===== src/rtl/axi2mem_wr_channel_mb_if.sv =====
// AXI4 write-side slave bundle (AW, W, B) for axi2mem_wr_channel_mb.
// The slave modport is the channel's view; the master modport drives it.
interface axi2mem_wr_channel_mb_if #(
    parameter int AXI_ADDR_WIDTH = 32,
    parameter int AXI_DATA_WIDTH = 64,
    parameter int AXI_ID_WIDTH   = 3,
    parameter int AXI_USER_WIDTH = 6
);
    logic                          aw_valid;
    logic                          aw_ready;
    logic [AXI_ADDR_WIDTH-1:0]     aw_addr;
    logic [7:0]                    aw_len;
    logic [2:0]                    aw_size;
    logic [1:0]                    aw_burst;
    logic                          aw_lock;
    logic [3:0]                    aw_cache;
    logic [2:0]                    aw_prot;
    logic [3:0]                    aw_region;
    logic [3:0]                    aw_qos;
    logic [5:0]                    aw_atop;
    logic [AXI_ID_WIDTH-1:0]       aw_id;
    logic [AXI_USER_WIDTH-1:0]     aw_user;

    logic                          w_valid;
    logic                          w_ready;
    logic [AXI_DATA_WIDTH-1:0]     w_data;
    logic [AXI_DATA_WIDTH/8-1:0]   w_strb;
    logic                          w_last;
    logic [AXI_USER_WIDTH-1:0]     w_user;

    logic                          b_valid;
    logic                          b_ready;
    logic [1:0]                    b_resp;
    logic [AXI_ID_WIDTH-1:0]       b_id;
    logic [AXI_USER_WIDTH-1:0]     b_user;

    modport slave (
        input  aw_valid, aw_addr, aw_len, aw_size, aw_burst, aw_lock, aw_cache, aw_prot,
               aw_region, aw_qos, aw_atop, aw_id, aw_user,
        output aw_ready,
        input  w_valid, w_data, w_strb, w_last, w_user,
        output w_ready,
        output b_valid, b_resp, b_id, b_user,
        input  b_ready
    );

    modport master (
        output aw_valid, aw_addr, aw_len, aw_size, aw_burst, aw_lock, aw_cache, aw_prot,
               aw_region, aw_qos, aw_atop, aw_id, aw_user,
        input  aw_ready,
        output w_valid, w_data, w_strb, w_last, w_user,
        input  w_ready,
        input  b_valid, b_resp, b_id, b_user,
        output b_ready
    );
endinterface


===== src/rtl/axi2mem_wr_channel_mb.sv =====
// AXI write channel to per-lane TCDM command/data queues; B returned in AW order via an ID FIFO.
// Optional AXI2MEM_WR_ERR_RESP_EN: WRAP / 4 KiB-crossing INCR bursts are drained and answered SLVERR.
module axi2mem_wr_channel_mb #(
    parameter int AXI_ADDR_WIDTH = 32,
    parameter int AXI_DATA_WIDTH = 64,
    parameter int AXI_ID_WIDTH   = 3,
    parameter int AXI_USER_WIDTH = 6,
    parameter int ID_FIFO_DEPTH  = 4,
    parameter int NB_LANES       = AXI_DATA_WIDTH/32
) (
    input  logic                                          clk_i,
    input  logic                                          rst_ni,
    input  logic                                          test_en_i,
    axi2mem_wr_channel_mb_if.slave                        axi_slave,
    output logic [NB_LANES-1:0][AXI_ID_WIDTH-1:0]         trans_id_o,
    output logic [NB_LANES-1:0][AXI_ADDR_WIDTH-1:0]       trans_add_o,
    output logic [NB_LANES-1:0]                           trans_last_o,
    output logic [NB_LANES-1:0]                           trans_req_o,
    input  logic [NB_LANES-1:0]                           trans_gnt_i,
    input  logic                                          trans_r_req_i,
    input  logic [AXI_ID_WIDTH-1:0]                       trans_r_id_i,
    output logic                                          trans_r_gnt_o,
    output logic [AXI_DATA_WIDTH-1:0]                     data_dat_o,
    output logic [AXI_DATA_WIDTH/8-1:0]                   data_strb_o,
    output logic                                          data_req_o,
    input  logic                                          data_gnt_i
);
    localparam int BYTES = AXI_DATA_WIDTH/8;
    localparam int OFFS  = $clog2(BYTES);
    localparam int PTR_W = (ID_FIFO_DEPTH > 1) ? $clog2(ID_FIFO_DEPTH) : 1;
    localparam int CNT_W = $clog2(ID_FIFO_DEPTH + 1);
`ifdef AXI2MEM_WR_ERR_RESP_EN
    localparam int ENT_W = AXI_ID_WIDTH + 1;
`else
    localparam int ENT_W = AXI_ID_WIDTH;
`endif
    localparam logic [AXI_ADDR_WIDTH-1:0] STEP = AXI_ADDR_WIDTH'(BYTES);

    typedef enum logic {IDLE, RUN} state_e;

    state_e                    state_q;
    logic [7:0]                cnt_q, len_q;
    logic [AXI_ADDR_WIDTH-1:0] addr_q;
    logic [AXI_ID_WIDTH-1:0]   id_q;
    logic [1:0]                burst_q;
    logic [ENT_W-1:0]          fifo_q [ID_FIFO_DEPTH];
    logic [PTR_W-1:0]          rd_ptr_q, wr_ptr_q;
    logic [CNT_W-1:0]          count_q;

    logic                      idle_s, fire_s, push_s, pop_s, beat_err_s, err_live_s;
    logic                      fifo_full_s, fifo_empty_s, head_err_s;
    logic [AXI_ADDR_WIDTH-1:0] base_s, beat_addr_s;
    logic [ENT_W-1:0]          head_s, push_ent_s;
    logic                      unused_s;

    assign idle_s       = (state_q == IDLE);
    assign base_s       = {axi_slave.aw_addr[AXI_ADDR_WIDTH-1:OFFS], {OFFS{1'b0}}};
    assign fifo_full_s  = (count_q == CNT_W'(ID_FIFO_DEPTH));
    assign fifo_empty_s = (count_q == {CNT_W{1'b0}});
    assign head_s       = fifo_q[rd_ptr_q];

`ifdef AXI2MEM_WR_ERR_RESP_EN
    logic        err_q;
    logic [31:0] end_s;
    // Burst is flagged when WRAP or when an INCR burst runs past the end of its 4 KiB page.
    always_comb begin
        end_s      = 32'(base_s[11:0]) + (32'(axi_slave.aw_len) + 32'd1) * 32'(BYTES);
        err_live_s = (axi_slave.aw_burst == 2'b10) |
                     ((axi_slave.aw_burst != 2'b00) & (end_s > 32'd4096));
    end
    assign beat_err_s = idle_s ? err_live_s : err_q;
    assign push_ent_s = {axi_slave.aw_id, err_live_s};
    assign head_err_s = head_s[0];
    assign axi_slave.b_id = head_s[ENT_W-1:1];
`else
    assign err_live_s = 1'b0;
    assign beat_err_s = 1'b0;
    assign push_ent_s = axi_slave.aw_id;
    assign head_err_s = 1'b0;
    assign axi_slave.b_id = head_s;
`endif

    // A beat moves only when every lane queue and the data queue can take it (drained beats need no space).
    always_comb begin
        fire_s = axi_slave.w_valid & (beat_err_s | ((&trans_gnt_i) & data_gnt_i));
        if (idle_s) begin
            fire_s      = fire_s & axi_slave.aw_valid & ~fifo_full_s;
            beat_addr_s = base_s;
        end else begin
            beat_addr_s = addr_q;
        end
    end

    assign push_s = fire_s & idle_s;
    assign pop_s  = axi_slave.b_valid & axi_slave.b_ready;

    // Per-lane command fan-out; every lane carries the same beat, offset by 4 bytes per lane.
    always_comb begin
        for (int i = 0; i < NB_LANES; i++) begin
            trans_add_o[i] = beat_addr_s + AXI_ADDR_WIDTH'(4*i);
            trans_id_o[i]  = idle_s ? axi_slave.aw_id : id_q;
        end
        trans_req_o  = {NB_LANES{fire_s & ~beat_err_s}};
        trans_last_o = {NB_LANES{fire_s & (idle_s ? (axi_slave.aw_len == 8'd0) : (cnt_q == len_q))}};
    end

    assign axi_slave.aw_ready = push_s;
    assign axi_slave.w_ready  = fire_s;
    assign data_req_o         = fire_s & ~beat_err_s;
    assign data_dat_o         = axi_slave.w_data;
    assign data_strb_o        = axi_slave.w_strb;

    assign axi_slave.b_valid  = ~fifo_empty_s & (trans_r_req_i | head_err_s);
    assign axi_slave.b_resp   = head_err_s ? 2'b10 : 2'b00;
    assign axi_slave.b_user   = {AXI_USER_WIDTH{1'b0}};
    assign trans_r_gnt_o      = axi_slave.b_ready & ~fifo_empty_s & ~head_err_s;

    // Burst sequencer: IDLE accepts AW with the first beat, RUN counts the remaining beats.
    always_ff @(posedge clk_i or negedge rst_ni) begin
        if (!rst_ni) begin
            state_q <= IDLE;
            cnt_q   <= 8'd0;
            len_q   <= 8'd0;
            addr_q  <= {AXI_ADDR_WIDTH{1'b0}};
            id_q    <= {AXI_ID_WIDTH{1'b0}};
            burst_q <= 2'b00;
`ifdef AXI2MEM_WR_ERR_RESP_EN
            err_q   <= 1'b0;
`endif
        end else begin
            case (state_q)
                IDLE: begin
                    if (fire_s && (axi_slave.aw_len != 8'd0)) begin
                        state_q <= RUN;
                        cnt_q   <= 8'd1;
                        len_q   <= axi_slave.aw_len;
                        id_q    <= axi_slave.aw_id;
                        burst_q <= axi_slave.aw_burst;
                        addr_q  <= (axi_slave.aw_burst == 2'b00) ? base_s : base_s + STEP;
`ifdef AXI2MEM_WR_ERR_RESP_EN
                        err_q   <= err_live_s;
`endif
                    end
                end
                RUN: begin
                    if (fire_s) begin
                        addr_q <= (burst_q == 2'b00) ? addr_q : addr_q + STEP;
                        if (cnt_q == len_q) begin
                            state_q <= IDLE;
                            cnt_q   <= 8'd0;
                        end else begin
                            cnt_q   <= cnt_q + 8'd1;
                        end
                    end
                end
                default: state_q <= IDLE;
            endcase
        end
    end

    // Outstanding-burst FIFO; a full FIFO refuses the push even when a pop happens in the same cycle.
    always_ff @(posedge clk_i or negedge rst_ni) begin
        if (!rst_ni) begin
            rd_ptr_q <= {PTR_W{1'b0}};
            wr_ptr_q <= {PTR_W{1'b0}};
            count_q  <= {CNT_W{1'b0}};
            for (int i = 0; i < ID_FIFO_DEPTH; i++) begin
                fifo_q[i] <= {ENT_W{1'b0}};
            end
        end else begin
            if (push_s) begin
                fifo_q[wr_ptr_q] <= push_ent_s;
                wr_ptr_q <= (wr_ptr_q == PTR_W'(ID_FIFO_DEPTH-1)) ? {PTR_W{1'b0}} : wr_ptr_q + PTR_W'(1);
            end
            if (pop_s) begin
                rd_ptr_q <= (rd_ptr_q == PTR_W'(ID_FIFO_DEPTH-1)) ? {PTR_W{1'b0}} : rd_ptr_q + PTR_W'(1);
            end
            count_q <= count_q + CNT_W'(push_s) - CNT_W'(pop_s);
        end
    end

    assign unused_s = ^{test_en_i, trans_r_id_i, err_live_s, axi_slave.aw_addr[OFFS-1:0],
                        axi_slave.aw_size, axi_slave.aw_lock, axi_slave.aw_cache, axi_slave.aw_prot,
                        axi_slave.aw_region, axi_slave.aw_qos, axi_slave.aw_atop, axi_slave.aw_user,
                        axi_slave.w_last, axi_slave.w_user};
endmodule

===== src/flat_wrapper.sv =====
// flat-port wrapper written by rule: the top's interface ports become plain ports
module axi2mem_wr_channel_mb_flat 
#(
    parameter int AXI_ADDR_WIDTH = 32,
    parameter int AXI_DATA_WIDTH = 64,
    parameter int AXI_ID_WIDTH   = 3,
    parameter int AXI_USER_WIDTH = 6,
    parameter int ID_FIFO_DEPTH  = 4,
    parameter int NB_LANES       = AXI_DATA_WIDTH/32
)
  (clk_i, rst_ni, test_en_i, trans_id_o, trans_add_o, trans_last_o, trans_req_o, trans_gnt_i, trans_r_req_i, trans_r_id_i, trans_r_gnt_o, data_dat_o, data_strb_o, data_req_o, data_gnt_i, axi_slave_aw_valid, axi_slave_aw_addr, axi_slave_aw_len, axi_slave_aw_size, axi_slave_aw_burst, axi_slave_aw_lock, axi_slave_aw_cache, axi_slave_aw_prot, axi_slave_aw_region, axi_slave_aw_qos, axi_slave_aw_atop, axi_slave_aw_id, axi_slave_aw_user, axi_slave_aw_ready, axi_slave_w_valid, axi_slave_w_data, axi_slave_w_strb, axi_slave_w_last, axi_slave_w_user, axi_slave_w_ready, axi_slave_b_valid, axi_slave_b_resp, axi_slave_b_id, axi_slave_b_user, axi_slave_b_ready);
  axi2mem_wr_channel_mb_if #(.AXI_ADDR_WIDTH(AXI_ADDR_WIDTH), .AXI_DATA_WIDTH(AXI_DATA_WIDTH), .AXI_ID_WIDTH(AXI_ID_WIDTH), .AXI_USER_WIDTH(AXI_USER_WIDTH)) axi_slave_i ();
  input  logic clk_i;
  input  logic rst_ni;
  input  logic test_en_i;
  output logic [NB_LANES-1:0][AXI_ID_WIDTH-1:0] trans_id_o;
  output logic [NB_LANES-1:0][AXI_ADDR_WIDTH-1:0] trans_add_o;
  output logic [NB_LANES-1:0] trans_last_o;
  output logic [NB_LANES-1:0] trans_req_o;
  input  logic [NB_LANES-1:0] trans_gnt_i;
  input  logic trans_r_req_i;
  input  logic [AXI_ID_WIDTH-1:0] trans_r_id_i;
  output logic trans_r_gnt_o;
  output logic [AXI_DATA_WIDTH-1:0] data_dat_o;
  output logic [AXI_DATA_WIDTH/8-1:0] data_strb_o;
  output logic data_req_o;
  input  logic data_gnt_i;
  input wire logic [$bits(axi_slave_i.aw_valid)-1:0] axi_slave_aw_valid;
  input wire logic [$bits(axi_slave_i.aw_addr)-1:0] axi_slave_aw_addr;
  input wire logic [$bits(axi_slave_i.aw_len)-1:0] axi_slave_aw_len;
  input wire logic [$bits(axi_slave_i.aw_size)-1:0] axi_slave_aw_size;
  input wire logic [$bits(axi_slave_i.aw_burst)-1:0] axi_slave_aw_burst;
  input wire logic [$bits(axi_slave_i.aw_lock)-1:0] axi_slave_aw_lock;
  input wire logic [$bits(axi_slave_i.aw_cache)-1:0] axi_slave_aw_cache;
  input wire logic [$bits(axi_slave_i.aw_prot)-1:0] axi_slave_aw_prot;
  input wire logic [$bits(axi_slave_i.aw_region)-1:0] axi_slave_aw_region;
  input wire logic [$bits(axi_slave_i.aw_qos)-1:0] axi_slave_aw_qos;
  input wire logic [$bits(axi_slave_i.aw_atop)-1:0] axi_slave_aw_atop;
  input wire logic [$bits(axi_slave_i.aw_id)-1:0] axi_slave_aw_id;
  input wire logic [$bits(axi_slave_i.aw_user)-1:0] axi_slave_aw_user;
  output wire logic [$bits(axi_slave_i.aw_ready)-1:0] axi_slave_aw_ready;
  input wire logic [$bits(axi_slave_i.w_valid)-1:0] axi_slave_w_valid;
  input wire logic [$bits(axi_slave_i.w_data)-1:0] axi_slave_w_data;
  input wire logic [$bits(axi_slave_i.w_strb)-1:0] axi_slave_w_strb;
  input wire logic [$bits(axi_slave_i.w_last)-1:0] axi_slave_w_last;
  input wire logic [$bits(axi_slave_i.w_user)-1:0] axi_slave_w_user;
  output wire logic [$bits(axi_slave_i.w_ready)-1:0] axi_slave_w_ready;
  output wire logic [$bits(axi_slave_i.b_valid)-1:0] axi_slave_b_valid;
  output wire logic [$bits(axi_slave_i.b_resp)-1:0] axi_slave_b_resp;
  output wire logic [$bits(axi_slave_i.b_id)-1:0] axi_slave_b_id;
  output wire logic [$bits(axi_slave_i.b_user)-1:0] axi_slave_b_user;
  input wire logic [$bits(axi_slave_i.b_ready)-1:0] axi_slave_b_ready;
  assign axi_slave_i.aw_valid = axi_slave_aw_valid;
  assign axi_slave_i.aw_addr = axi_slave_aw_addr;
  assign axi_slave_i.aw_len = axi_slave_aw_len;
  assign axi_slave_i.aw_size = axi_slave_aw_size;
  assign axi_slave_i.aw_burst = axi_slave_aw_burst;
  assign axi_slave_i.aw_lock = axi_slave_aw_lock;
  assign axi_slave_i.aw_cache = axi_slave_aw_cache;
  assign axi_slave_i.aw_prot = axi_slave_aw_prot;
  assign axi_slave_i.aw_region = axi_slave_aw_region;
  assign axi_slave_i.aw_qos = axi_slave_aw_qos;
  assign axi_slave_i.aw_atop = axi_slave_aw_atop;
  assign axi_slave_i.aw_id = axi_slave_aw_id;
  assign axi_slave_i.aw_user = axi_slave_aw_user;
  assign axi_slave_aw_ready = axi_slave_i.aw_ready;
  assign axi_slave_i.w_valid = axi_slave_w_valid;
  assign axi_slave_i.w_data = axi_slave_w_data;
  assign axi_slave_i.w_strb = axi_slave_w_strb;
  assign axi_slave_i.w_last = axi_slave_w_last;
  assign axi_slave_i.w_user = axi_slave_w_user;
  assign axi_slave_w_ready = axi_slave_i.w_ready;
  assign axi_slave_b_valid = axi_slave_i.b_valid;
  assign axi_slave_b_resp = axi_slave_i.b_resp;
  assign axi_slave_b_id = axi_slave_i.b_id;
  assign axi_slave_b_user = axi_slave_i.b_user;
  assign axi_slave_i.b_ready = axi_slave_b_ready;
  axi2mem_wr_channel_mb #(.AXI_ADDR_WIDTH(AXI_ADDR_WIDTH), .AXI_DATA_WIDTH(AXI_DATA_WIDTH), .AXI_ID_WIDTH(AXI_ID_WIDTH), .AXI_USER_WIDTH(AXI_USER_WIDTH), .ID_FIFO_DEPTH(ID_FIFO_DEPTH), .NB_LANES(NB_LANES)) u_core (.clk_i(clk_i), .rst_ni(rst_ni), .test_en_i(test_en_i), .axi_slave(axi_slave_i), .trans_id_o(trans_id_o), .trans_add_o(trans_add_o), .trans_last_o(trans_last_o), .trans_req_o(trans_req_o), .trans_gnt_i(trans_gnt_i), .trans_r_req_i(trans_r_req_i), .trans_r_id_i(trans_r_id_i), .trans_r_gnt_o(trans_r_gnt_o), .data_dat_o(data_dat_o), .data_strb_o(data_strb_o), .data_req_o(data_req_o), .data_gnt_i(data_gnt_i));
endmodule

===== config.mk =====
export PLATFORM = sky130hd
export DESIGN_NAME = axi2mem_wr_channel_mb_flat
export DESIGN_NICKNAME = d
export VERILOG_FILES = /design/src/rtl/axi2mem_wr_channel_mb_if.sv /design/src/rtl/axi2mem_wr_channel_mb.sv /design/src/flat_wrapper.sv
export SDC_FILE = /design/constraint.sdc
export NUM_CORES = 1
export LEC_CHECK = 0
export BUFFER_PORTS_ARGS = -buffer_cell sky130_fd_sc_hd__buf_4
export CAP_MARGIN = 0
export CORE_AREA = 2 2 126 128
export DETAILED_ROUTE_END_ITERATION = 8
export DIE_AREA = 0 0 128 130
export HOLD_SLACK_MARGIN = 0.15
export PLACE_DENSITY = 0.71
export SLEW_MARGIN = 0
export SYNTH_ARGS = -nofsm -noshare
export SYNTH_HDL_FRONTEND = slang
export SYNTH_SLANG_ARGS = --single-unit

===== constraint.sdc =====
create_clock -name clk_i -period 2 [get_ports clk_i]
set_input_delay 0.1 -clock clk_i [delete_from_list [all_inputs] [get_ports clk_i]]
set_output_delay 0.1 -clock clk_i [all_outputs]
set_load 0.02 [all_outputs]

======== Word level (Yosys, flattened, before mapping) ========
Cells that the tools add are included.
storage, ports and cells
  register bits ........................... 73
  bits of input ports ..................... 168
  output and inout bits ................... 162
  word-level logic and storage cells ...... 81
cells by class
  add/subtract/negate cells ............... 8
  magnitude comparators ................... 3
  equal/unequal tests ..................... 7
  muxes and demuxes ....................... 25
  bitwise gates (word level) .............. 14
  reductions and logical operators ........ 11
operator list
  cell                                                       count
  two-way mux 32 bit                                         5
  adder 32 x 4 -> 32 bit (second input constant)             2
  one-hot mux 32 bit (2 select lines)                        1
  adder 32 x 3 -> 32 bit (second input constant)             1
  two-way mux 8 bit                                          3
  one-hot mux 8 bit (2 select lines)                         1
  bitwise mux 12 bit                                         1
  two-way mux 3 bit                                          4
  AND 1 bit                                                  9
  adder 8 x 1 -> 8 bit (second input constant)               1
  equality test 8 bit                                        1
  zero test 8 bit                                            1
  nonzero test 8 bit                                         1
  binary-select mux 3 bit (select 2 bit)                     1
  demux 3 bit (select 2 bit)                                 1
  greater-or-equal comparator 3 bit (second input constant)  2
  inequality test 2 bit (second input constant)              3
  NOT 2 -> 3 bit                                             2
  AND reduction 2 bit                                        3
  two-way mux 1 bit                                          5
  adder 2 x 1 -> 2 bit (second input constant)               2
  equality test 2 bit (second input constant)                2
  zero test 2 bit                                            2
  two-way mux 2 bit                                          2
  9 further kinds                                            12

======== Longest topological paths before layout ========
  word-level depth ........................ 9
  depth in mapped cells ................... 11
  mapped depth without buffers ............ 11

======== Worst setup path after synthesis ========
No wires, ideal clock.
  path kind ............................... reg-to-reg
  start point ............................. register u_core.count_q[1]
  end point ............................... register u_core.count_q[2]
  library setup time ...................... 0.123 ns
  arrival time ............................ 2.144 ns
  required time ........................... 1.877 ns
  setup slack ............................. -0.267 ns
  stages on the path, launching flop included .. 12
  buffers on the path ..................... 0
  period minus slack after synthesis ...... 2.267 ns
  cells stage by stage .................... dfrtp_1 nor3_1 nor2b_1 nand2_1 inv_1 ha_1 inv_1 ha_1 inv_1 fa_1 xnor2_1 xnor2_1
between the ends
  elaborated cells between the ends (all ways) .. 11
  those cells by class .................... add/sub: 2; eq/ne: 1; mux: 1; bitwise: 6; reduce/logical: 1
RTL lines
  what                       RTL line                      source
  from (decl)                axi2mem_wr_channel_mb.sv:48   logic [CNT_W-1:0] count_q;
  from (signal assigned)     axi2mem_wr_channel_mb.sv:166  count_q <= {CNT_W{1'b0}};
  from (signal assigned)     axi2mem_wr_channel_mb.sv:178  count_q <= count_q + CNT_W'(push_s) - CNT_W'(pop_s);
  zero test 3 bit            axi2mem_wr_channel_mb.sv:59   assign fifo_empty_s = (count_q == {CNT_W{1'b0}});
  NOT 1 bit                  axi2mem_wr_channel_mb.sv:113  assign axi_slave.b_valid = ~fifo_empty_s & (trans_r_req_i | head_err_s);
  AND 1 bit                  axi2mem_wr_channel_mb.sv:113
  AND 1 bit                  axi2mem_wr_channel_mb.sv:95   assign pop_s = axi_slave.b_valid & axi_slave.b_ready;
  net u_core.pop_s           axi2mem_wr_channel_mb.sv:50   logic idle_s, fire_s, push_s, pop_s, beat_err_s, err_live_s;
  subtractor 3 x 1 -> 3 bit  axi2mem_wr_channel_mb.sv:178
The timed path passes the listed nets, and every way through them passes these cells.
A chain may end at the register's enable or synchronous reset.

======== Final worst setup path ========
  start point ............................. register u_core.count_q[2]
  end point ............................... register u_core.count_q[2]
between the ends
  longest elaborated chain between the ends .. 7
  elaborated cells between the ends (all ways) .. 11
  those cells by class .................... add/sub: 2; eq/ne: 1; mux: 1; bitwise: 6; reduce/logical: 1
RTL lines
  what                         RTL line                      source
  equality test 3 bit          axi2mem_wr_channel_mb.sv:58   assign fifo_full_s = (count_q == CNT_W'(ID_FIFO_DEPTH));
  NOT 1 bit                    axi2mem_wr_channel_mb.sv:87   fire_s = fire_s & axi_slave.aw_valid & ~fifo_full_s;
  AND 1 bit                    axi2mem_wr_channel_mb.sv:87
  two-way mux 1 bit            axi2mem_wr_channel_mb.sv:86   if (idle_s) begin
  AND 1 bit                    axi2mem_wr_channel_mb.sv:94   assign push_s = fire_s & idle_s;
  adder 3 x 1 -> 3 bit         axi2mem_wr_channel_mb.sv:178
  subtractor 3 x 1 -> 3 bit *  axi2mem_wr_channel_mb.sv:178
Mark *: on every way between the ends. The rest lies on a longest branch, timed or not.

==> flow_summary.json <==
{
  "worstPathArrival_ns": 2.36,
  "syn_area_sq_um": 5846,
  "start_util_pct": 37.90,
  "dpl.hpwl_um": 11250,
  "grt_pass1_vias": 4831,
  "instances_no_fill": 985,
  "htree_levels": 3,
  "postRouteAntennaNets": 0,
  "setup_viol": 2,
  "min_to": "u_core.addr_q[25]",
  "rrSetupSlack_ns": -0.14,
  "ys_ff_latch": 70,
  "routed_wirelength_um": 16280,
  "via_count": 5199,
  "r2r_end": "u_core.count_q[2]",
  "track_usage_pct": 18.88,
  "placed_area_sq_um": 6733,
  "cts_tree": "built",
  "finalClockSkew_ns": 0.006471,
  "setup_ws_ns": -0.1357,
  "rsz0062_at_grt": "yes",
  "max_cap_violations": 0,
  "tns_ns": -0.1918,
  "cts_buffers": 9,
  "clk_latency_ns": 0.34,
  "gp_congestion": 0.8266,
  "grt_max_degree": 61,
  "drt_first_pass_iters": 4,
  "die_h_um": 130,
  "hold_violations": 0,
  "synthArstFlopShare_pct": 100.0,
  "maxSlewViolCount": 0,
  "antenna_cells": 0,
  "r2r_cells": 10,
  "violations": "setup timing",
  "report.power.total_uw": 8395,
  "coreArea_sq_um": 15420,
  "avgSynthCellArea_sq_um": 8.844,
  "hold_depth": 3,
  "final.period_utilization_pct": 106.8,
  "p_leak_uw": 0.003435,
  "antenna_found_initial": 0,
  "clockBufferDepth": 2,
  "finalCriticalPeriod_ns": 2.136,
  "root_buffer": "clkbuf_16",
  "io_pins": 330,
  "cp_data_required_time_ns": 2.22,
  "dieArea_sq_um": 16640,
  "cts_sinks": 70,
  "nFillCells": 1424,
  "synth_seq_area_share_pct": 29.97,
  "final_nets": 967,
  "worstSetupPathType": "register to register",
  "final_area_sq_um": 7651,
  "drt_iter0_drc": 513,
  "synth-edff-count": 0,
  "avgRoutedWirePerCell_um": 16.53,
  "crit_fanout": 3,
  "endpoint_kind": "register",
  "hp-class": "input pin to register",
  "outcome": "finished with violations",
  "clkTransAtPathRegs_ns": 0.06,
  "ir_drop_mv": 0.6686,
  "num_rows": 46,
  "clock.fmax_ghz": 0.4682,
  "min-delay-start": "axi_slave_aw_addr[25]",
  "drive_above_1_share_pct": 43.88,
  "dp_cells": 928,
  "drc": 0,
  "viasPerCell": 5.278,
  "power_density_nw_per_um2": 1097,
  "hold_slack_ns": 0.1624,
  "grt_overflow": 0,
  "yosysUniqueCellTypes": 65,
  "syn_inst": 661,
  "grt_pass1_wl_um": 24740,
  "io_buffers": 126,
  "regToRegStartpoint": "u_core.count_q[2]",
  "synthFlopType": "dfrtp_1",
  "start_kind": "register",
  "synth_warnings": 0,
  "die_x_um": 128,
  "syn_to_final_growth_pct": 30.89
}
==> synthesized netlist by cell type, types with 3 or more instances <==
cell type  count  area (sq um)
buf_4        100         750.7
nand2_1       78         292.8
dfrtp_1       70          1752
mux2_2        65         732.0
o21ai_0       48         240.2
nor2_1        27         101.4
xnor2_1       21         183.9
nand3_1       18         90.09
nand4_1       18         112.6
a21oi_1       17         85.08
xor2_1        16         140.1
clkbuf_1      15         56.30
inv_1         15         56.30
and3_1        11         68.82
ha_1          10         125.1
nor3_1        10         50.05
nor4_1        10         62.56
buf_2          8         40.04
or2_2          8         50.05
o22ai_1        6         37.54
or3_1          6         37.54
a21o_1         5         37.54
and4_1         5         43.79
a221oi_1       4         35.03
a22oi_1        4         30.03
and2_1         4         25.02
nand2b_1       4         25.02
nor2b_1        4         25.02
o211ai_1       4         30.03
mux4_2         3         67.56
o31ai_1        3         22.52
==> report_power, final <==
part           switching [uW]  internal, uW  leakage (uW)
logic                    2390          2220       0.00241
clock network             656           879      0.000135
registers                 424          1820      0.000891
==> cell type report <==
| cell class | count | area (sq um) | share of cell area, % |
|---|---|---|---|
| clock inverter | 6 | 46.29 | 0.6051 |
| multi-input combinational | 464 | 3432 | 44.86 |
| tap | 192 | 240.2 | 3.140 |
| clock buffer | 10 | 239.0 | 3.123 |
| inverter | 16 | 67.56 | 0.8831 |
| timing repair buffer | 227 | 1867 | 24.40 |
| sequential | 70 | 1759 | 22.99 |
==> worst max-delay path: stages (launching register included) <==
cell and delay, ns:
dfrtp_1 0.42, inv_2 0.08, o31ai_4 0.08, or3_4 0.36
ha_4 0.25, inv_2 0.06, ha_4 0.12, inv_2 0.03
fa_2 0.35, xnor2_2 0.14, xnor2_1 0.13
==> how the worst max path moves through the flow <==
stage | from | end | slack (ns)
after floorplan | u_core.count_q[2] | u_core.count_q[2] | -0.19
after global placement | u_core.count_q[2] | u_core.addr_q[18] | -0.22
after detailed placement | u_core.count_q[2] | u_core.addr_q[17] | -0.30
after CTS | u_core.count_q[2] | u_core.count_q[2] | -0.14
after global routing | u_core.count_q[2] | u_core.count_q[2] | -0.23
final | u_core.count_q[2] | u_core.count_q[2] | -0.14
==> layout by cell type, fill, tap and decap left out, types with 5 or more instances in the layout <==
cell,count
buf_6,6
clkbuf_16,10
nand4_1,18
xnor2_1,19
nand3_1,17
and4_1,5
o22ai_1,6
nor3_1,6
buf_4,190
and3_1,11
o21ai_0,47
a21oi_1,14
a21o_1,5
dlygate4sd3_1,24
ha_1,7
conb_1,14
or2_2,8
inv_1,12
xor2_1,16
mux2_2,65
dfrtp_1,66
nand2_1,77
nor2_1,23
nor4_1,7
==> registers in the layout, indices dropped and copies added, names as in the netlist <==
signal and cells:
u_core.count_q 3, u_core.id_q 3, u_core.len_q 8, u_core.burst_q 2
u_core.fifo_q 12, u_core.state_q 1, u_core.wr_ptr_q 2, u_core.cnt_q 8
u_core.addr_q 29, u_core.rd_ptr_q 2
==> metal layers <==
metal	global-route usage (%)	vias to the layer above	wire, um
met5	0	-	0
met1	25.10	2487	7024
met4	8.145	0	354
met3	2.378	35	963
met2	31.17	175	7936
li1	-	2502	-
==> through the flow <==
step	setup slack, ns	util, %
6_report	-0.1357	49.60
5_1_grt	-0.2273	49.60
4_1_cts	-0.1391	47.63
3_5_place_dp	-0.3004	43.65
3_3_place_gp	-0.2219	43.65
2_1_floorplan	-0.1910	-
==> cells by family (layout without fill, tap and decap cells) <==
family	count (synthesis)	in the layout	share of synthesized area, %
compound gates	116	116	13.08
xor+xnor	37	37	5.544
fa+ha+maj	11	11	2.483
buf+inv	140	259	15.58
flops	70	70	29.97
mux	68	68	13.68
other cells	2	14	0.1285
simple gates	217	218	19.54
==> timing repair <==
| item | CTS | global route |
|---|---|---|
| resized for setup | 16 | 34 |
| setup endpoints to repair | 62 | 59 |
| gates cloned | 0 | 2 |
| buffers inserted | 1 | 14 |
| endpoints found under the hold margin | 95 | 0 |
| hold buffers | 25 | 0 |
| pin swaps | 1 | 18 |
(Power assumes the default switching activity.)
